$ cat src/rtl/elevator_pkg.sv
// Shared elevator constants and types used by the call-request front end.
package elevator_pkg;

  localparam int unsigned FLOOR_W = 3;
  localparam logic [FLOOR_W-1:0] TOP_FLOOR = 3'd7;

  localparam logic DIR_UP   = 1'b1;
  localparam logic DIR_DOWN = 1'b0;

  localparam logic CALL_INSIDE = 1'b1;
  localparam logic CALL_HALL   = 1'b0;

  typedef enum logic {
    HOLD_EMPTY = 1'b0,
    HOLD_FULL  = 1'b1
  } hold_state_e;

  typedef struct packed {
    logic [FLOOR_W-1:0] floor;
    logic               in_out;
    logic               dir;
  } call_t;

endpackage

$ cat src/rtl/call_request_conditioner_debounce.sv
// Two-flop synchroniser plus counting debouncer; emits a one-cycle press pulse
// on each accepted rising level.
module button_debounce #(
  parameter int unsigned DEBOUNCE_CYCLES = 20000
) (
  input  logic clk,
  input  logic reset,
  input  logic raw,
  output logic press
);

  localparam int unsigned CNT_W = (DEBOUNCE_CYCLES > 2) ? $clog2(DEBOUNCE_CYCLES) : 1;
  localparam logic [CNT_W-1:0] CNT_LAST = CNT_W'(DEBOUNCE_CYCLES - 1);

  logic             sync1;
  logic             sync2;
  logic             stable;
  logic [CNT_W-1:0] cnt;

  always_ff @(posedge clk or posedge reset) begin
    if (reset) begin
      sync1  <= 1'b0;
      sync2  <= 1'b0;
      stable <= 1'b0;
      cnt    <= '0;
      press  <= 1'b0;
    end else begin
      sync1 <= raw;
      sync2 <= sync1;
      press <= 1'b0;
      if (sync2 == stable) begin
        cnt <= '0;
      end else if (cnt == CNT_LAST) begin
        // Registering the pulse here keeps it aligned with the stable toggle.
        stable <= ~stable;
        cnt    <= '0;
        press  <= ~stable;
      end else begin
        cnt <= cnt + 1'b1;
      end
    end
  end

endmodule

$ cat src/rtl/call_request_conditioner.sv
// Turns raw buttons and floor switches into single valid/ready call requests,
// counting every press that is rejected, out-prioritised or finds the slot full.
module call_request_conditioner
  import elevator_pkg::*;
#(
  parameter int unsigned DEBOUNCE_CYCLES = 20000,
  parameter int unsigned DROP_W          = 8
) (
  input  logic              clk,
  input  logic              reset,
  input  logic              button_up,
  input  logic              button_down,
  input  logic              button_in,
  input  logic [5:0]        sw,
  output logic              req_valid,
  input  logic              req_ready,
  output logic [2:0]        req_floor,
  output logic              req_in_out,
  output logic              req_dir,
  output logic [DROP_W-1:0] drop_count
);

  logic press_up;
  logic press_down;
  logic press_in;

  button_debounce #(.DEBOUNCE_CYCLES(DEBOUNCE_CYCLES)) u_deb_up (
    .clk   (clk),
    .reset (reset),
    .raw   (button_up),
    .press (press_up)
  );

  button_debounce #(.DEBOUNCE_CYCLES(DEBOUNCE_CYCLES)) u_deb_down (
    .clk   (clk),
    .reset (reset),
    .raw   (button_down),
    .press (press_down)
  );

  button_debounce #(.DEBOUNCE_CYCLES(DEBOUNCE_CYCLES)) u_deb_in (
    .clk   (clk),
    .reset (reset),
    .raw   (button_in),
    .press (press_in)
  );

  hold_state_e        state;
  hold_state_e        state_next;
  call_t              call;
  call_t              call_next;
  call_t              cand;
  logic               cand_hit;
  logic               reject;
  logic               occ_drop;
  logic               handshake;
  logic [1:0]         lost;
  logic [1:0]         incr;
  logic [DROP_W:0]    drop_sum;
  logic [DROP_W-1:0]  drop_next;
  logic [FLOOR_W-1:0] hall_floor;
  logic [FLOOR_W-1:0] cabin_floor;

  assign hall_floor  = sw[5:3];
  assign cabin_floor = sw[2:0];

  always_comb begin
    cand_hit   = 1'b0;
    reject     = 1'b0;
    lost       = 2'd0;
    cand       = '0;
    occ_drop   = 1'b0;
    state_next = state;
    call_next  = call;
    handshake  = (state == HOLD_FULL) && req_ready;

    if (press_in) begin
      cand_hit    = 1'b1;
      cand.floor  = cabin_floor;
      cand.in_out = CALL_INSIDE;
      cand.dir    = DIR_DOWN;
      lost        = {1'b0, press_up} + {1'b0, press_down};
    end else if (press_up) begin
      cand_hit    = 1'b1;
      cand.floor  = hall_floor;
      cand.in_out = CALL_HALL;
      cand.dir    = DIR_UP;
      lost        = {1'b0, press_down};
      reject      = (hall_floor == TOP_FLOOR);
    end else if (press_down) begin
      cand_hit    = 1'b1;
      cand.floor  = hall_floor;
      cand.in_out = CALL_HALL;
      cand.dir    = DIR_DOWN;
      reject      = (hall_floor == '0);
    end

    if (cand_hit && !reject) begin
      if ((state == HOLD_EMPTY) || handshake) begin
        state_next = HOLD_FULL;
        call_next  = cand;
      end else begin
        occ_drop = 1'b1;
      end
    end else if (handshake) begin
      state_next = HOLD_EMPTY;
    end

    // Same-edge drop sources are summed first so saturation is applied once.
    incr      = lost + {1'b0, reject} + {1'b0, occ_drop};
    drop_sum  = {1'b0, drop_count} + (DROP_W+1)'(incr);
    drop_next = drop_sum[DROP_W] ? '1 : drop_sum[DROP_W-1:0];
  end

  always_ff @(posedge clk or posedge reset) begin
    if (reset) begin
      state      <= HOLD_EMPTY;
      call       <= '0;
      drop_count <= '0;
    end else begin
      state      <= state_next;
      call       <= call_next;
      drop_count <= drop_next;
    end
  end

  assign req_valid  = (state == HOLD_FULL);
  assign req_floor  = call.floor;
  assign req_in_out = call.in_out;
  assign req_dir    = call.dir;

endmodule

$ cat config.mk
export PLATFORM = sky130hd
export DESIGN_NAME = call_request_conditioner
export DESIGN_NICKNAME = d
export VERILOG_FILES = /design/src/rtl/elevator_pkg.sv /design/src/rtl/call_request_conditioner_debounce.sv /design/src/rtl/call_request_conditioner.sv
export SDC_FILE = /design/constraint.sdc
export NUM_CORES = 1
export LEC_CHECK = 0
export CAP_MARGIN = 20
export CORE_ASPECT_RATIO = 0.7
export CORE_MARGIN = 1.5
export CORE_UTILIZATION = 36
export CTS_BUF_LIST = sky130_fd_sc_hd__clkbuf_16
export DETAILED_ROUTE_END_ITERATION = 7
export PLACE_DENSITY = 0.55
export SYNTH_ARGS = -nofsm -noshare
export SYNTH_HDL_FRONTEND = slang
export SYNTH_SLANG_ARGS = --single-unit
$ cat constraint.sdc
create_clock -name clk -period 5.4 [get_ports clk]
set_input_delay 1.62 -clock clk [delete_from_list [all_inputs] [get_ports clk]]
set_output_delay 1.62 -clock clk [all_outputs]
set_load 0.03 [all_outputs]
After elaboration in Yosys (flattened, before gate mapping)
Cells that the tools add are included.
W data, S select, Z words.
- bits in latches: 0
- word-level logic and storage cells: 82
- memory bits (writable): 0
- memories kept: 0
- memory bits (read-only): 0
- register bits: 71
- input bits: 12
- output and inout port bits: 14
- divide/modulo/power cells: 0
- multiplexer cells: 29
- shifts and indexed selects: 0
- equal/unequal tests: 8
- bitwise operators: 7
- order comparisons: 0
- reductions and logical operators: 11
- multipliers: 0
- $add $sub $neg: 7
- operator list (cell ; count):
    $mux W15 ; 6
    $add A15 B1 Y15 const B ; 3
    $eq A15 B15 Y1 const B ; 3
    $mux W1 ; 18
    $mux W5 ; 3
    $reduce_and A2 Y1 ; 5
    $add A8 B2 Y9 ; 1
    $mux W8 ; 1
    $not A1 Y1 ; 7
    $add A2 B1 Y2 ; 2
    $eq A1 B1 Y1 ; 3
    $eq A3 B3 Y1 const B ; 1
    $logic_not A3 Y1 ; 1
    $add A1 B1 Y2 ; 1
    $logic_and A1 B1 Y1 ; 2
    $mux W2 ; 1
    $ne A2 B1 Y1 const B ; 1
    $reduce_bool A2 Y1 ; 1
    $logic_not A1 Y1 ; 1
    $logic_or A1 B1 Y1 ; 1

Logic depth before layout (Yosys ltp)
- depth in word-level cells: 10
- mapped depth: 13
- depth with buffers taken out: 13

By module
Synthesis repeated with hierarchy kept, for this count alone.
- cell total of the unflattened synthesis: 321
- area, all modules: 3683.5 µm²
- by module, submodules not included (module ; cells each ; area each (µm²) ; instances):
    button_debounce ; 81 ; 952.2 ; 3
    call_request_conditioner ; 78 ; 827.0 ; 1

Worst setup path before layout
Ideal clock, no wire load.
- path type: input to register
- start: input sw[3]
- end: register drop_count[7]
- stages on the path: 10
- data arrival time: 3787 ps
- buffers on the path: 0
- setup time: 125 ps
- path slack: 1488 ps
- cells stage by stage: nor4b_1 nand2_1 a21o_1 fa_1 inv_1 ha_1 fa_1 nand2_1 nand2_1 mux2_2
- longest elaborated chain between the ends: 10
- ends and longest elaborated chain (item ; line ; RTL):
    start: declaration ; call_request_conditioner.sv:14 ; input logic [5:0] sw,
    $logic_not A3 Y1 ; call_request_conditioner.sv:95 ; reject = (hall_floor == '0);
    $mux W1 ; call_request_conditioner.sv:90 ; end else if (press_down) begin
    $mux W1 (*) ; call_request_conditioner.sv:83 ; end else if (press_up) begin
    $mux W1 (*) ; call_request_conditioner.sv:77 ; if (press_in) begin
    parallel branches: the longest is 3 deep, another holds $add A2 B1 Y2 ; -- ;
    $add A2 B1 Y2 (*) ; call_request_conditioner.sv:110 ; incr = lost + {1'b0, reject} + {1'b0, occ_drop};
    $add A8 B2 Y9 (*) ; call_request_conditioner.sv:111 ; drop_sum = {1'b0, drop_count} + (DROP_W+1)'(incr);
    $mux W8 (*) ; call_request_conditioner.sv:112 ; drop_next = drop_sum[DROP_W] ? '1 : drop_sum[DROP_W-1:0];
    named net drop_next[7] ; call_request_conditioner.sv:60 ; logic [DROP_W-1:0] drop_next;
    end signal: assignment ; call_request_conditioner.sv:123 ; drop_count <= drop_next;
    end: declaration ; call_request_conditioner.sv:20 ; output logic [DROP_W-1:0] drop_count
Mark *: on every way through the listed nets, which the timed path passes.
A chain may end at the register's enable or synchronous reset.

Worst setup path after layout
- start: input sw[3]
- end: register drop_count[3]
Same word-level chain as after synthesis.

==> results.cfg <==
[synthesis]
synth_area_leader_cell = dfrtp_1
avgSynthCellArea_um2 = 10.50
synth_area_um2 = 3371
syn_nets = 342
syn_inst = 321
synth_ff_type = dfrtp_1
seq_area_frac_synth = 0.5271
yosys_warnings = 0
muxShareOfSynthArea = 0.03081
synth_top_area_frac = 0.5271
synth-compound-area-share = 0.02524
synth_fa_ha_area_frac = 0.03786
synth_cell_types = 37
synthTopCellsByArea = dfrtp_1 53%, xnor2_1 8.3%, nor2_1 5.5%
synth_edf_count = 0
ys_ff_latch = 71
synthArstFlopShare = 1.000
yosys.area_share.simple = 0.2301
synthXorXnorAreaFrac = 0.1221
synth_top_family_by_area = simple AND/OR/NAND/NOR gates

[cts]
numCtsBuffers = 9
post_cts_buffers = 0
cts_root_buf = clkbuf_16
clk-insertion-delay-late_ps = 340
cts_tree = built
ctsHtreeMaxLevel = 3
holdBufCountCts = 0
cts.path.max_buffers = 2
clk_pin_slew_ps = 50
cts_sinks = 71
cts_resized = 0

[sta]
worst_slew_pin_slew_ps = 925.0
rsz0062_at_grt = no
max_slew_margin = 0.3825
min_period_ps = 4200
finalSetupViolCount = 0
finalHoldViolCount = 0
finalCritPeriodShare = 0.7778
tns_ps = 0
finalMaxSlewViolations = 0
fmax_ghz = 0.2381
setup_ws_ps = 1200
fin_skew_ps = 7.127

[routing]
routed_wl_um = 6030
drc = 0
routed_via_density = 4.778
drt-pass1-iter-count = 4
drtIter0Drc = 93
final_antenna_net_count = 0
routedWlPerCell_um = 12.54
vias = 2298

[cells_and_area]
antenna_cells = 0
mostFrequentLayoutCell = dfrtp_1
fill_cells = 887
area_growth_pct = 20.64
layout.nets = 373
finalInstanceArea_um2 = 4066
final_cell_mix = 71 x dfrtp_1, 49 x nor2_1, 32 x xnor2_1
drive_gt1_frac = 0.07283

[critical_path]
critPathLaunch = sw[3]
critical-path-top-delay-family = adder cells
path_buf_inv = 2
required_ps = 5610
cp_data_arrival_time_ps = 4410
end_kind = flip-flop
cp_cell_sequence = clkdlybuf4s50_1 -> nor4b_1 -> nand2_1 -> a21o_1 -> fa_1 -> inv_1 -> ha_1 -> fa_1 -> nand2_1 -> nor2_1 -> nand3_1 -> nand2_1
crit_path_max_incr_delay_ps = 530
critical_path_class = input port to flip-flop
crit_fanout = 6
start_kind = input port
r2r_start = u_deb_up.press$_DFF_PP0_
cpMostUsedCell = nand2_1
crit_path_top_delay_cell = fa_1

[power]
p_per_area_nw_per_um2 = 295.6
leakage_nw = 1.689
ir_drop_uv = 210.1

[global_route]
globalRouteTotalUtil = 0.1393
antenna_found_initial = 0
overflow = 0
grt_pass1_wl_um = 10820
grt_start_max_net_pins = 46
grt_pass1_vias = 2262

[place]
dpl_worst_slack_ps = 845.1
placed_area_um2 = 3754
dpl.hpwl_um = 4211
routabilityCongestion = 0.7276
numPortBuffers = 25

[floorplan]
core_um2 = 9071
dieArea_um2 = 9962
io-pin-count = 26
initial_utilization = 0.3716
die_h_um = 83.96
rows = 29
die_w_um = 118.7

[worst_hold_path]
hold_path_class = flip-flop to flip-flop
hp-start = u_deb_up.sync1$_DFF_PP0_

[job]
cap_violations = 0

[outcome]
status = finished clean
==> cells by family after synthesis <==
group / Yosys count
flops: 71
compound gates: 12
mux: 9
buf+inv: 22
fa+ha+maj: 9
xor+xnor: 47
simple gates: 151
==> layout make-up <==
class / count / area (um2) / share of cell area
inverter: 16 / 60.06 / 0.01477
clock buffer: 9 / 225.2 / 0.05538
timing repair buffer: 26 / 257.7 / 0.06338
tap: 124 / 155.1 / 0.03815
sequential: 71 / 1777 / 0.4369
clock inverter: 7 / 87.58 / 0.02154
multi-input combinational: 228 / 1504 / 0.3698
==> power breakdown <==
part	internal, mW	leakage, nW	total (mW)	switching, mW
logic	0.0145	0.585	0.0384	0.0239
clock network	0.400	0.148	0.616	0.217
registers	0.540	0.955	0.547	0.00709
==> synthesized netlist by cell type (2+ instances only) <==
cell type	instances
nor4_1	9
xor2_1	15
nor3b_1	3
xnor2_1	32
inv_1	16
a22o_1	3
nor2_1	49
dfrtp_1	71
fa_1	2
nand3_1	16
nand4_1	19
nand2b_1	4
a21oi_1	4
nor2b_1	2
nor4b_1	3
nor3_1	13
and4_1	3
clkbuf_1	5
and3_1	4
or3_1	2
nand2_1	18
ha_1	7
mux2_2	7
==> through the flow <==
step	power, mW	std cells	util	hold WS [ps]
floorplan	0.5791	321	-	331.2
global placement	0.5963	465	0.4138	336.4
detailed placement	0.5968	465	0.4138	341.1
CTS	1.231	481	0.4483	353.8
global route	1.254	481	0.4483	366.8
finish	1.202	481	0.4483	352.6
==> worst paths after layout <==
path | slack, ps | cells after the start | to
max in group asynchronous | 2690 | 3 | u_deb_in.sync1$_DFF_PP0_
min in group asynchronous | 1820 | 2 | u_deb_up.cnt[10]$_DFF_PP0_
min | 350 | 0 | u_deb_up.sync2$_DFF_PP0_
max | 1200 | 12 | drop_count[3]$_DFF_PP0_
max reg2reg | 2340 | 13 | drop_count[3]$_DFF_PP0_
min reg2reg | 350 | 0 | u_deb_up.sync2$_DFF_PP0_
==> flip-flops by register name (all words and copies together) (netlist names), 3 cells and up <==
| register | cells |
|---|---|
| drop_count | 8 |
| req_floor | 3 |
| u_deb_down.cnt | 15 |
| u_deb_in.cnt | 15 |
| u_deb_up.cnt | 15 |
==> worst reg2reg max path: stages (launching register included) <==
cell and delay, ps:
dfrtp_1 430, inv_1 100, ha_1 220, a41o_1 200, a21oi_1 170, o21ai_0 140
fa_1 520, inv_1 40, ha_1 200, fa_1 420, nand2_1 130, nor2_1 70
nand3_1 190, nand2_1 80
==> layer usage <==
metal	share of wire	global-route usage	wire, um	vias to the layer above
met5	0	0	0	-
met4	0.013	0.05915	80	0
met3	0.038	0.04918	231	6
met2	0.41	0.1950	2463	30
met1	0.54	0.1944	3255	1097
li1	-	-	-	1165
(Power assumes the default switching activity.)
